<file path="src/rtl/ps2_player_input.sv">
// PS/2 keyboard receiver and scan-code decoder producing held-key vectors
// for two players (WASD/Space and arrows/Enter).
module ps2_player_input #(
    parameter int unsigned FILTER_LEN     = 4,
    parameter int unsigned TIMEOUT_CYCLES = 25000
) (
    input  logic       clk_i,
    input  logic       reset_i,
    input  logic       ps2_clk_i,
    input  logic       ps2_data_i,
    output logic [3:0] player_1_move_o,
    output logic [3:0] player_2_move_o,
    output logic       player_1_shoot_o,
    output logic       player_2_shoot_o,
    output logic       scan_valid_o,
    output logic [7:0] scan_code_o,
    output logic       frame_error_o
);

    localparam int unsigned TO_W = $clog2(TIMEOUT_CYCLES);
    localparam int unsigned FL_W = $clog2(FILTER_LEN + 1);

    typedef enum logic [1:0] {IDLE, DATA, PARITY, STOP} rx_state_t;

    logic            clk_s1, clk_s2, dat_s1, dat_s2;
    logic            filt_level;
    logic [FL_W-1:0] filt_cnt;
    logic            fall_evt, fall_data;

    rx_state_t       state;
    logic [2:0]      bit_cnt;
    logic [7:0]      shift;
    logic            par;
    logic [TO_W-1:0] to_cnt;
    logic            ext, brk;

    always_ff @(posedge clk_i or posedge reset_i) begin
        if (reset_i) begin
            clk_s1     <= 1'b1;
            clk_s2     <= 1'b1;
            dat_s1     <= 1'b1;
            dat_s2     <= 1'b1;
            filt_level <= 1'b1;
            filt_cnt   <= '0;
            fall_evt   <= 1'b0;
            fall_data  <= 1'b1;
        end else begin
            clk_s1    <= ps2_clk_i;
            clk_s2    <= clk_s1;
            dat_s1    <= ps2_data_i;
            dat_s2    <= dat_s1;
            fall_data <= dat_s2;
            // Level flips only after FILTER_LEN consecutive differing samples.
            fall_evt  <= (clk_s2 != filt_level) && (filt_cnt == FL_W'(FILTER_LEN - 1))
                         && filt_level;
            if (clk_s2 == filt_level) begin
                filt_cnt <= '0;
            end else if (filt_cnt == FL_W'(FILTER_LEN - 1)) begin
                filt_level <= clk_s2;
                filt_cnt   <= '0;
            end else begin
                filt_cnt <= filt_cnt + 1'b1;
            end
        end
    end

    always_ff @(posedge clk_i or posedge reset_i) begin
        if (reset_i) begin
            state            <= IDLE;
            bit_cnt          <= '0;
            shift            <= '0;
            par              <= 1'b0;
            to_cnt           <= '0;
            ext              <= 1'b0;
            brk              <= 1'b0;
            player_1_move_o  <= '0;
            player_2_move_o  <= '0;
            player_1_shoot_o <= 1'b0;
            player_2_shoot_o <= 1'b0;
            scan_valid_o     <= 1'b0;
            scan_code_o      <= '0;
            frame_error_o    <= 1'b0;
        end else begin
            scan_valid_o  <= 1'b0;
            frame_error_o <= 1'b0;
            if (state == IDLE) begin
                to_cnt <= '0;
                if (fall_evt && !fall_data) begin
                    state   <= DATA;
                    bit_cnt <= '0;
                end
            end else if (!fall_evt && to_cnt == TO_W'(TIMEOUT_CYCLES - 1)) begin
                frame_error_o <= 1'b1;
                ext           <= 1'b0;
                brk           <= 1'b0;
                state         <= IDLE;
            end else if (!fall_evt) begin
                to_cnt <= to_cnt + 1'b1;
            end else begin
                to_cnt <= '0;
                case (state)
                    DATA: begin
                        shift <= {fall_data, shift[7:1]};
                        if (bit_cnt == 3'd7) begin
                            bit_cnt <= '0;
                            state   <= PARITY;
                        end else begin
                            bit_cnt <= bit_cnt + 1'b1;
                        end
                    end
                    PARITY: begin
                        par   <= fall_data;
                        state <= STOP;
                    end
                    default: begin
                        state <= IDLE;
                        if (fall_data && (^{shift, par})) begin
                            scan_valid_o <= 1'b1;
                            scan_code_o  <= shift;
                            if (shift == 8'hE0) begin
                                ext <= 1'b1;
                            end else if (shift == 8'hF0) begin
                                brk <= 1'b1;
                            end else begin
                                if (shift == 8'h5A) begin
                                    player_2_shoot_o <= !brk;
                                end else begin
                                    case ({ext, shift})
                                        9'h01C: player_1_move_o[3] <= !brk;
                                        9'h023: player_1_move_o[2] <= !brk;
                                        9'h01D: player_1_move_o[1] <= !brk;
                                        9'h01B: player_1_move_o[0] <= !brk;
                                        9'h029: player_1_shoot_o   <= !brk;
                                        9'h16B: player_2_move_o[3] <= !brk;
                                        9'h174: player_2_move_o[2] <= !brk;
                                        9'h175: player_2_move_o[1] <= !brk;
                                        9'h172: player_2_move_o[0] <= !brk;
                                        default: ;
                                    endcase
                                end
                                ext <= 1'b0;
                                brk <= 1'b0;
                            end
                        end else begin
                            frame_error_o <= 1'b1;
                            ext           <= 1'b0;
                            brk           <= 1'b0;
                        end
                    end
                endcase
            end
        end
    end

endmodule

</file>
<file path="config.mk">
export PLATFORM = sky130hd
export DESIGN_NAME = ps2_player_input
export DESIGN_NICKNAME = d
export VERILOG_FILES = /design/src/rtl/ps2_player_input.sv
export SDC_FILE = /design/constraint.sdc
export NUM_CORES = 1
export LEC_CHECK = 0
export CAP_MARGIN = 20
export CORE_AREA = 2 2 75 77
export DETAILED_ROUTE_END_ITERATION = 7
export DIE_AREA = 0 0 77 79
export GPL_TIMING_DRIVEN = 0
export PLACE_DENSITY_LB_ADDON = 0.2
export SYNTH_ARGS = -nofsm -noshare
export SYNTH_HDL_FRONTEND = slang
export SYNTH_SLANG_ARGS = --single-unit
</file>
<file path="constraint.sdc">
create_clock -name clk_i -period 2.75 [get_ports clk_i]
set_input_delay 0.4125 -clock clk_i [delete_from_list [all_inputs] [get_ports clk_i]]
set_output_delay 0.4125 -clock clk_i [all_outputs]
set_load 0.1 [all_outputs]
</file>
==> results by stage <==
Clocking:
- The worst-skew pair later-pin latency is 340 ps.
- After clock tree synthesis, the clock-pin slew on the worst setup and hold paths is 70 ps.
- The count of H-tree levels built during CTS is 3.
- Clock tree synthesis selected as its root buffer the cell clkbuf_8.
- The TritonCTS sink count is 61.
- After clock tree synthesis, the repair step resized 0 gates.
- TritonCTS built the clock tree.
- The number of buffers inserted by post-CTS setup repair is 0.
- The CTS buffer count is 9.
- Buffers inserted to repair hold after CTS numbered 0.
- The number of buffers on the longest clock path is 2.

Floorplan:
- The I/O pin count is 24.
- The floorplan step defined a core boundary enclosing 5340 um^2.
- The die is 77 um wide.
- The number of cell rows is 27.
- The height of the chip is 79 um.
- Once the floorplan was initialized, standard cells occupied 54.9% of the core.
- The die covers 6080 um^2.

Route:
- The DRC violations left is 0.
- Using the TritonRoute via totals, the vias-per-cell ratio works out to 5.38.
- After detailed routing, the total wire length is 5.33 mm.
- Once detail routing completed, the nets flagged for antenna violations numbered 0.
- The total number of vias is 2030.
- The detail-routed net length per standard cell is 14.1 um.
- The detailed-routing iteration count for the pre-antenna-repair pass is 4.
- The number of DRC violations after detailed-routing iteration 0 is 115.

Global route:
- The global-route wire length before repair is 9.14 mm.
- The number of global-route vias before repair is 1928.
- Global routing used 19.4% of the available tracks across all layers.
- The number of antenna violations at the first check in global routing was 0.
- Entering global routing, the biggest net connects 34 pins.
- The global-route congestion overflow total is 0.

Job:
- The max-capacitance violation count is 0.

STA:
- The max-slew violation count was 0.
- Setup violations remaining at the end of the flow were counted as 0.
- Setup repair after global routing left no endpoint under its margin.
- For the pin with the worst max-slew slack, the measured transition is 985 ps.
- The final period demand of the worst path is 2550 ps.
- The worst relative slew slack is 34.1%.
- The final hold violation count is 0.
- The final total negative setup slack is 0 ps.
- Based on the critical path, the design can be clocked at up to 0.393 GHz.
- The final setup skew is 7.31 ps.
- The final cycle utilization of the critical path is 92.6%.

Synth:
- The number of synthesized flops with an enable pin is 0.
- The post-synthesis sequential area ratio is 52.3%.
- Synthesis handed over a netlist of 265 instances.
- The synthesized netlist net count is 278.
- The flop and latch count out of synthesis is 61.
- The dominant synthesized flop cell is dfrtp_1.
- The post-synth design cell area is 2930 um^2.
- During synthesis, Yosys emitted a total of 0 warnings.
- The number of distinct library cell variants in the gate-level netlist after synthesis is 45.
- The synthesized area per cell is 11.1 um^2.
- For this run, asynchronously set or reset flops after synthesis account for 100%.

Power:
- The worst-case IR drop observed on VDD is 0.502 mV.
- After layout, the design draws a total of 0.00210 W.
- In this run the static leakage power is 1.57 nW.
- The total power per unit cell area is 604 nW/um^2.

Layout:
- Cells with a size suffix above 1 make up 15.7% of the layout.
- In the final layout, the multi-input gates occupy 1300 um^2.
- Relative to the synthesized area, the layout overhead comes to 18.6%.
- 0 antenna diodes ended up in the layout.
- The library cell used most frequently in the layout, excluding fill and tap cells, is dfrtp_1.
- Across the whole layout, storage elements account for 1530 um^2.
- In the layout the commonest cells are dfrtp_1 (55), clkdlybuf4s50_1 (23), nor2_1 (21).
- The number of filler cells placed in the layout is 458.
- The net total in the final layout is 313.

Worst setup path:
- The type of destination of the critical path is a flip-flop.
- Of all nets on the critical path, the largest fanout is 6.
- The classification of the worst setup path is flip-flop to flip-flop.
- The cell depth of the worst flop-to-flop path is 5.
- The sort of element at the start of the critical path is a flip-flop.
- The arrival time of the worst setup path is 2750 ps.
- For the worst setup path, the data required time is 2950 ps.

Placed design:
- The routability-driven placement congestion ratio is 0.879.
- Port buffering added 23 buffers.
- The wire-length estimate of the detail-placed layout is 3.65 mm.

Run status:
- The run finished with clean final reports.

Worst hold path:
- The number of instances on the worst hold path is 0.
- The tightest min-delay check is of the flip-flop to flip-flop type.
metal layers:
metal	track usage (%)	vias to the layer above	part of all wire [%]
met1	27.9	991	52
met3	3.52	12	3.2
li1	-	990	-
met4	9.64	0	2.2
met5	0	-	0
met2	28.3	37	43
kinds of logic after synthesis:
| kind of cell | share of synthesized area (%) |
|---|---|
| XOR/XNOR | 6.74 |
| multiplexers | 9.22 |
| AO/OA/AOI/OAI | 5.38 |
| AND/OR/NAND/NOR | 19.1 |
| flip-flops | 52.3 |
| adder cells (fa/ha/maj) | 3.84 |
| buffers and inverters | 3.41 |
per-stage QoR:
stage | cells | util [%] | area (um^2) | worst slack [ps] | hold WS [ps]
floorplan | 265 | - | 2930 | 590 | 345
global placement | 360 | 60.9 | 3250 | -217 | 345
detailed placement | 361 | 61.3 | 3270 | 292 | 347
CTS | 377 | 65.2 | 3480 | 260 | 358
global route | 377 | 65.2 | 3480 | 55.4 | 360
finish | 377 | 65.2 | 3480 | 202 | 357
cell usage after synthesis (all sizes together) (4+ instances only):
| master | number | area [um^2] |
|---|---|---|
| ha | 9 | 113 |
| nor4 | 4 | 40.0 |
| dfrtp | 55 | 1380 |
| nand4 | 9 | 56.3 |
| inv | 17 | 63.8 |
| nand3 | 7 | 35.0 |
| a21oi | 5 | 25.0 |
| mux2 | 16 | 180 |
| nor3 | 7 | 35.0 |
| nand2 | 16 | 60.1 |
| nand3b | 5 | 37.5 |
| clkbuf | 6 | 22.5 |
| dfstp | 6 | 158 |
| mux2i | 9 | 90.1 |
| o21ai | 8 | 40.0 |
| xor2 | 11 | 96.3 |
| nor2 | 21 | 78.8 |
| nor2b | 10 | 62.6 |
| xnor2 | 8 | 77.6 |
power by group:
group	internal (W)	leakage [nW]	switching [W]
combinational	0.0000963	0.643	0.000186
sequential	0.000959	0.827	0.0000463
clock	0.000431	0.101	0.000385
worst paths after layout:
path | startpoint | to | slack (ps)
worst max-delay path | fall_data | player_1_move_o[0] | 200
worst min-delay path | dat_s2 | fall_data | 360
worst max register to register | fall_data | player_1_move_o[0] | 200
worst min register to register | dat_s2 | fall_data | 360
max in group asynchronous | reset_i | clk_s2 | 1630
min in group asynchronous | reset_i | shift[4] | 470
sequential cells by signal, summed over array words and instances, names as in the netlist, 2 cells and up:
name	count
bit_cnt	3
shift	8
state	2
filt_cnt	3
player_2_move_o	4
player_1_move_o	4
to_cnt	15
scan_code_o	8
critical path, cell delays in order, from the launching register on:
cell     delay, ps
dfstp_2        590
nand2_1        160
nor4b_1        770
or3b_2         540
o31ai_1        230
o41ai_1        130
area by class of cell:
class,instances,share of cell area (%)
sequential,61,44.1
multi-input combinational,178,37.3
timing repair buffer,24,7.19
clock buffer,9,3.56
tap,72,2.59
clock inverter,7,2.34
inverter,17,1.83
buffer,9,1.04
Power figures use the tool's default switching activity.
